**config.mk**
```make
export PLATFORM = sky130hd
export DESIGN_NAME = regression_feature_loader_flat
export DESIGN_NICKNAME = d
export VERILOG_FILES = /design/src/rtl/regression_pkg.sv /design/src/rtl/regression_feature_loader_if.sv /design/src/rtl/regression_coef_bank.sv /design/src/rtl/regression_feature_loader.sv /design/src/flat_wrapper.sv
export SDC_FILE = /design/constraint.sdc
export NUM_CORES = 1
export LEC_CHECK = 0
export BUFFER_PORTS_ARGS = -buffer_cell sky130_fd_sc_hd__buf_2
export CAP_MARGIN = 20
export CELL_PAD_IN_SITES_DETAIL_PLACEMENT = 0
export CELL_PAD_IN_SITES_GLOBAL_PLACEMENT = 1
export CORE_UTILIZATION = 23
export CTS_CLUSTER_SIZE = 16
export DETAILED_ROUTE_END_ITERATION = 8
export GPL_ROUTABILITY_DRIVEN = 0
export PLACE_DENSITY = 0.5
export SKIP_LAST_GASP = 1
export SLEW_MARGIN = 0
export SYNTH_ARGS = -nofsm -noshare
export SYNTH_HDL_FRONTEND = slang
export SYNTH_SLANG_ARGS = --single-unit
```
**constraint.sdc**
```tcl
create_clock -name clk -period 10.05 [get_ports clk]
set_clock_uncertainty 0.1 [all_clocks]
set_input_delay 1.005 -clock clk [delete_from_list [all_inputs] [get_ports clk]]
set_output_delay 1.005 -clock clk [all_outputs]
set_load 0.005 [all_outputs]
```
**src/rtl/regression_pkg.sv**
```systemverilog
// Shared defaults, coefficient addresses and frame-column encoding for the
// Regression_nV feature loader.
package regression_pkg;

  localparam int DEF_FEAT_W = 16;
  localparam int DEF_C0_W   = 32;
  localparam int DEF_CNT_W  = 16;

  localparam logic [1:0] CFG_C0 = 2'd0;
  localparam logic [1:0] CFG_C1 = 2'd1;
  localparam logic [1:0] CFG_C2 = 2'd2;
  localparam logic [1:0] CFG_C3 = 2'd3;

  // Which feature word of the current frame is expected next.
  typedef enum logic [1:0] {
    COL0 = 2'd0,
    COL1 = 2'd1,
    COL2 = 2'd2
  } col_e;

endpackage

```
**src/rtl/regression_feature_loader_if.sv**
```systemverilog
// Serial feature-word stream into the loader.
// Handshake: a word moves on a rising clk edge where s_valid && s_ready; the
// master holds s_data/s_last stable while s_valid is high and not yet accepted.
interface regression_feature_loader_if #(
  parameter int FEAT_W = 16
);
  logic              s_valid;
  logic              s_ready;
  logic [FEAT_W-1:0] s_data;
  logic              s_last;

  modport master (output s_valid, output s_data, output s_last, input s_ready);
  modport slave  (input s_valid, input s_data, input s_last, output s_ready);
endinterface

```
**src/rtl/regression_coef_bank.sv**
```systemverilog
// Coefficient registers c0..c3 written from the config port.
// With COEF_SHADOW_EN defined, writes land in shadows that commit on 'commit'.
module regression_coef_bank
  import regression_pkg::*;
#(
  parameter int FEAT_W = DEF_FEAT_W,
  parameter int C0_W   = DEF_C0_W
) (
  input  logic              clk,
  input  logic              rst,
  input  logic              cfg_we,
  input  logic [1:0]        cfg_addr,
  input  logic [C0_W-1:0]   cfg_data,
  input  logic              commit,
  output logic [C0_W-1:0]   c0,
  output logic [FEAT_W-1:0] c1,
  output logic [FEAT_W-1:0] c2,
  output logic [FEAT_W-1:0] c3
);

  logic [C0_W-1:0]   b0, n0;
  logic [FEAT_W-1:0] b1, b2, b3, n1, n2, n3;

`ifdef COEF_SHADOW_EN
  logic [C0_W-1:0]   s0;
  logic [FEAT_W-1:0] s1, s2, s3;
  assign b0 = s0;
  assign b1 = s1;
  assign b2 = s2;
  assign b3 = s3;
`else
  assign b0 = c0;
  assign b1 = c1;
  assign b2 = c2;
  assign b3 = c3;
`endif

  // Write-merged view, so a write coincident with a commit is included.
  always_comb begin
    n0 = b0;
    n1 = b1;
    n2 = b2;
    n3 = b3;
    if (cfg_we) begin
      case (cfg_addr)
        CFG_C0: n0 = cfg_data;
        CFG_C1: n1 = cfg_data[FEAT_W-1:0];
        CFG_C2: n2 = cfg_data[FEAT_W-1:0];
        CFG_C3: n3 = cfg_data[FEAT_W-1:0];
      endcase
    end
  end

`ifdef COEF_SHADOW_EN
  always_ff @(posedge clk or posedge rst) begin
    if (rst) begin
      s0 <= '0;
      s1 <= '0;
      s2 <= '0;
      s3 <= '0;
      c0 <= '0;
      c1 <= '0;
      c2 <= '0;
      c3 <= '0;
    end else begin
      s0 <= n0;
      s1 <= n1;
      s2 <= n2;
      s3 <= n3;
      if (commit) begin
        c0 <= n0;
        c1 <= n1;
        c2 <= n2;
        c3 <= n3;
      end
    end
  end
`else
  always_ff @(posedge clk or posedge rst) begin
    if (rst) begin
      c0 <= '0;
      c1 <= '0;
      c2 <= '0;
      c3 <= '0;
    end else begin
      c0 <= n0;
      c1 <= n1;
      c2 <= n2;
      c3 <= n3;
    end
  end
  logic unused_commit;
  assign unused_commit = commit;
`endif

endmodule

```
**src/rtl/regression_feature_loader.sv**
```systemverilog
// Collects f0/f1/f2 from a serial stream into one output vector slot with
// valid/ready toward the regression stage. Optional macro: COEF_SHADOW_EN.
module regression_feature_loader
  import regression_pkg::*;
#(
  parameter int FEAT_W = DEF_FEAT_W,
  parameter int C0_W   = DEF_C0_W,
  parameter int CNT_W  = DEF_CNT_W
) (
  input  logic                         clk,
  input  logic                         rst,
  regression_feature_loader_if.slave   s,
  input  logic                         cfg_we,
  input  logic [1:0]                   cfg_addr,
  input  logic [C0_W-1:0]              cfg_data,
  input  logic                         err_clr,
  output logic                         m_valid,
  input  logic                         m_ready,
  output logic [FEAT_W-1:0]            f0,
  output logic [FEAT_W-1:0]            f1,
  output logic [FEAT_W-1:0]            f2,
  output logic [C0_W-1:0]              c0,
  output logic [FEAT_W-1:0]            c1,
  output logic [FEAT_W-1:0]            c2,
  output logic [FEAT_W-1:0]            c3,
  output logic                         err_frame,
  output logic [CNT_W-1:0]             vec_cnt,
  output col_e                         dbg_state
);

  col_e              idx, idx_n;
  logic [FEAT_W-1:0] a0, a1;
  logic              word, load, drain, err_evt;

  // Only the f2 word needs the output slot, so only it can stall.
  assign s.s_ready = !rst && ((idx != COL2) || !m_valid || m_ready);
  assign word      = s.s_valid && s.s_ready;
  assign load      = word && (idx == COL2);
  assign drain     = m_valid && m_ready;
  assign err_evt   = (word && s.s_last && (idx != COL2)) || (load && !s.s_last);
  assign dbg_state = idx;

  always_ff @(posedge clk or posedge rst) begin
    if (rst) idx <= COL0;
    else     idx <= idx_n;
  end

  always_comb begin
    idx_n = idx;
    if (word) begin
      case (idx)
        COL0:    idx_n = s.s_last ? COL0 : COL1;
        COL1:    idx_n = s.s_last ? COL0 : COL2;
        default: idx_n = COL0;
      endcase
    end
  end

  always_ff @(posedge clk or posedge rst) begin
    if (rst) begin
      a0        <= '0;
      a1        <= '0;
      f0        <= '0;
      f1        <= '0;
      f2        <= '0;
      m_valid   <= 1'b0;
      err_frame <= 1'b0;
      vec_cnt   <= '0;
    end else begin
      if (word && (idx == COL0)) a0 <= s.s_data;
      if (word && (idx == COL1)) a1 <= s.s_data;
      if (load) begin
        f0 <= a0;
        f1 <= a1;
        f2 <= s.s_data;
      end
      m_valid <= load || (m_valid && !m_ready);
      if (err_evt)      err_frame <= 1'b1;
      else if (err_clr) err_frame <= 1'b0;
      if (drain) vec_cnt <= vec_cnt + CNT_W'(1);
    end
  end

  regression_coef_bank #(
    .FEAT_W (FEAT_W),
    .C0_W   (C0_W)
  ) u_coef (
    .clk      (clk),
    .rst      (rst),
    .cfg_we   (cfg_we),
    .cfg_addr (cfg_addr),
    .cfg_data (cfg_data),
    .commit   (load),
    .c0       (c0),
    .c1       (c1),
    .c2       (c2),
    .c3       (c3)
  );

endmodule

```
**src/flat_wrapper.sv**
```systemverilog
// flat-port wrapper written by rule: the top's interface ports become plain ports
module regression_feature_loader_flat import regression_pkg::*;
#(
  parameter int FEAT_W = DEF_FEAT_W,
  parameter int C0_W   = DEF_C0_W,
  parameter int CNT_W  = DEF_CNT_W
)
  (clk, rst, cfg_we, cfg_addr, cfg_data, err_clr, m_valid, m_ready, f0, f1, f2, c0, c1, c2, c3, err_frame, vec_cnt, dbg_state, s_s_valid, s_s_data, s_s_last, s_s_ready);
  regression_feature_loader_if #(.FEAT_W(FEAT_W)) s_i ();
  input  logic clk;
  input  logic rst;
  input  logic cfg_we;
  input  logic [1:0] cfg_addr;
  input  logic [C0_W-1:0] cfg_data;
  input  logic err_clr;
  output logic m_valid;
  input  logic m_ready;
  output logic [FEAT_W-1:0] f0;
  output logic [FEAT_W-1:0] f1;
  output logic [FEAT_W-1:0] f2;
  output logic [C0_W-1:0] c0;
  output logic [FEAT_W-1:0] c1;
  output logic [FEAT_W-1:0] c2;
  output logic [FEAT_W-1:0] c3;
  output logic err_frame;
  output logic [CNT_W-1:0] vec_cnt;
  output col_e dbg_state;
  input wire logic [$bits(s_i.s_valid)-1:0] s_s_valid;
  input wire logic [$bits(s_i.s_data)-1:0] s_s_data;
  input wire logic [$bits(s_i.s_last)-1:0] s_s_last;
  output wire logic [$bits(s_i.s_ready)-1:0] s_s_ready;
  assign s_i.s_valid = s_s_valid;
  assign s_i.s_data = s_s_data;
  assign s_i.s_last = s_s_last;
  assign s_s_ready = s_i.s_ready;
  regression_feature_loader #(.FEAT_W(FEAT_W), .C0_W(C0_W), .CNT_W(CNT_W)) u_core (.clk(clk), .rst(rst), .s(s_i), .cfg_we(cfg_we), .cfg_addr(cfg_addr), .cfg_data(cfg_data), .err_clr(err_clr), .m_valid(m_valid), .m_ready(m_ready), .f0(f0), .f1(f1), .f2(f2), .c0(c0), .c1(c1), .c2(c2), .c3(c3), .err_frame(err_frame), .vec_cnt(vec_cnt), .dbg_state(dbg_state));
endmodule
```
==> flow_metrics.tcl <==
set metrics [dict create \
    irDropWorstVdd_v 0.0001241 \
    antenna_left 0 \
    synth.lib_cells_used.distinct 32 \
    cts-root-to-sink-buffers 2 \
    timing.critical_path.from "rst" \
    relSlewSlack_pct 34.27 \
    largest-register "u_core.u_coef.c0" \
    antenna_violations_before_repair 0 \
    drc 0 \
    final_util_pct 30.99 \
    final-instance-count-excl-fill 1035 \
    hold_path_startpoint "u_core.vec_cnt[15]$_DFFE_PP0P_" \
    critPathTopFamily "simple AND/OR/NAND/NOR gates" \
    final_max_slew_viol_count 0 \
    warnings_synthesis 0 \
    timing.critical_path.fanout_max 49 \
    layout.cell_area.non_filler_sq_um 8990 \
    yosys.area.top_type "dfrtp_1" \
    cts_resized 0 \
    element_type_at_the_critical_path_end "flip-flop" \
    clock_tree.htree_level_count 4 \
    via_count 4272 \
    dpl_cell_area_sq_um 8337 \
    layout-drive-gt1-share_pct 63.29 \
    cts_hold_buffers 0 \
    netlist_area_sq_um 6859 \
    aggregate_global_route_resource_usage_pct 11.25 \
    detail_route.wl_per_cell_microns 16.22 \
    status "completed" \
    cts_setup_buffers 0 \
    cts_tree "built" \
    drt_first_pass_iters 4 \
    holdCritPathClass "flip-flop to flip-flop" \
    power_per_cell_area_nw_per_um2 240.4 \
    finalSetupViolations 0 \
    io_pins 206 \
    insertedDiodeCount 0 \
    power.static_leakage_uw 0.004298 \
    placed_cells 1001 \
    fin_tns_setup_ns 0 \
    fp.dieH_microns 174.7 \
    row_count 62 \
    grt_start_max_net_pins 107 \
    start_kind "input pin" \
    grt_first_pass_wirelength_microns 26540 \
    layout_min_cycle_time_ns 2.641 \
    hold_viol 0 \
    synth.net_count 481 \
    path_clk_slew_ns 0.07 \
    start_util_pct 23.64 \
    final_nets 696 \
    clockRootBuffer "clkbuf_16" \
    placement.io_buffers 205 \
    synth_sequential_area_ratio_pct 65.67 \
    fin_crit_sh_pct 26.27 \
    dieWidth_microns 174.7 \
    post-dp-hpwl_microns 11680 \
    maxCapViolations 0 \
    top_post_synthesis_cells_by_area "dfrtp_1 66%, mux2_2 26%, xnor2_1 1.4%, buf_2 0.66%, xor2_1 0.64%" \
    dieArea_sq_um 30520 \
    crit_buf_inv 2 \
    first_global_vias 4609 \
    coreArea_sq_um 29010 \
    avgSynthCellArea_sq_um 16.22 \
    post_synth_inst_count 423 \
    cp_data_arrival_time_ns 2.84 \
    synth_top_area_share_pct 65.67 \
    worst_slew_pin_slew_ns 0.9828 \
    area_delta_synth_final_pct 31.07 \
    clk-insertion-delay-late_ns 0.43 \
    max_clock_freq_mhz 378.7 \
    initialDrtViolationCount 73 \
    grt_setup_unrepaired "false" \
    ys_seq_elements 180 \
    timing.rr.start "u_core.dbg_state[1]$_DFFE_PP0P_" \
    cts_made_buffers 17 \
    final.fill_count 2988 \
    drt-total-wl_microns 16790 \
    grt_remaining_overflow 0 \
    crit_chain "buf_2, inv_6, nand4_4, mux2_2" \
    flip_flop_count_of_the_largest_register_after_layout 32 \
    cp_slowest_cell "nand4_4" \
    cts.sink_count 180 \
    via_per_inst 4.128 \
    critPathRequiredTime_ns 10.25 \
    type_of_the_setup_path_with_the_least_slack "input pin to flip-flop" \
    critPathMaxStageDelay_ns 0.79 \
]
-- worst register-to-register path, delay by kind of cell, from the launching register on --
| family | cells | cell delay, ns |
|---|---|---|
| AND/OR/NAND/NOR | 2 | 1.01 |
| flip-flops | 1 | 0.55 |
| multiplexers | 1 | 0.61 |
-- path summary, 6_finish.rpt --
| check | to | slack [ns] | cells after the start |
|---|---|---|---|
| max | u_core.f0[2]$_DFFE_PP0P_ | 7.41 | 4 |
| min | u_core.vec_cnt[15]$_DFFE_PP0P_ | 0.37 | 1 |
| max reg2reg | u_core.f0[2]$_DFFE_PP0P_ | 7.67 | 3 |
| min reg2reg | u_core.vec_cnt[15]$_DFFE_PP0P_ | 0.37 | 1 |
| max in group asynchronous | u_core.f0[15]$_DFFE_PP0P_ | 7.98 | 5 |
| min in group asynchronous | u_core.vec_cnt[6]$_DFFE_PP0P_ | 0.49 | 2 |
-- where the power goes --
part           switching, uW  internal (uW)  total [uW]
Clock                    314            361         675
Combinational            183            270         452
Sequential               105            929        1030
Total                    602           1560        2160
-- cell families (layout without fill, tap and decap cells) --
| logic type | after synthesis | count (layout) | synth area share [%] |
|---|---|---|---|
| adder cells (fa/ha/maj) | 1 | 1 | 0.1824 |
| AND/OR/NAND/NOR | 38 | 38 | 3.393 |
| multiplexers | 161 | 161 | 26.43 |
| flip-flops | 180 | 180 | 65.67 |
| AO/OA/AOI/OAI | 5 | 5 | 0.5107 |
| buffers and inverters | 22 | 250 | 1.769 |
| XOR/XNOR | 16 | 16 | 2.043 |
-- cell usage in the layout (no fill, tap or decap), types with 2 or more instances in the layout --
cell type   synthesis  layout
a21o_1              2       2
nor3_4              0       2
nand2_1             6       6
and3_1              2       2
clkinvlp_4          0       2
buf_4               1       5
clkbuf_16           0      17
nand2b_1            2       2
inv_8               0       4
buf_2               9     205
buf_16              0       2
xor2_1              5       5
dfrtp_1           180     180
mux2_2            161     161
xnor2_1            11      11
nand3_1             5       5
inv_6               0       4
clkinv_4            0       3
nor2_1              5       5
and4_1              2       2
inv_1               6       5
nand3b_1            2       2
nand4_1             4       4
-- metrics by stage --
step                setup slack [ns]  hold slack, ns  power [uW]
global placement               6.362          0.3769        1495
global route                   7.244          0.4172        2302
floorplan                      3.911          0.3647        1260
finish                         7.409          0.3703        2162
detailed placement             6.210          0.3727        1511
CTS                            6.680          0.3822        2207
-- synth_stat cells --
library cell and count:
nand3b_1 2, buf_6 3, buf_4 1, nor3_2 2, nand4_1 4, clkbuf_2 1, nand3_1 5, and2_1 1
a21oi_1 1, o41ai_1 1, xor2_1 5, nand4_2 1, a21o_1 2, nand2b_1 2, nor4_1 1, xnor2_1 11
and3_1 2, nand2_1 6, buf_2 9, nor3_1 1, nor2_1 5, and4_1 2, mux2_2 161, ha_1 1
clkbuf_1 2, nor2b_1 1, nor3b_2 1, inv_1 6, and2b_2 1, dfrtp_1 180, or2_2 1, o22ai_1 1
-- cell type report --
| type | count | area [sq um] | area share (%) |
|---|---|---|---|
| sequential | 180 | 4504 | 50.10 |
| timing repair buffer | 212 | 1119 | 12.44 |
| inverter | 6 | 27.53 | 0.3062 |
| clock buffer | 18 | 439.2 | 4.885 |
| multi-input combinational | 221 | 2261 | 25.15 |
| clock inverter | 14 | 158.9 | 1.768 |
| tap | 384 | 480.5 | 5.344 |
-- metal layers --
| layer | share of wire (%) | global-route usage [%] | wire (microns) | up-vias |
|---|---|---|---|---|
| met5 | 0 | 0 | 0 | - |
| met3 | 6.6 | 3.851 | 1109 | 15 |
| met4 | 1.5 | 3.913 | 247 | 0 |
| met2 | 52 | 19.28 | 8669 | 128 |
| li1 | - | - | - | 1917 |
| met1 | 40 | 13.00 | 6761 | 2212 |
Power figures use the tool's default switching activity.
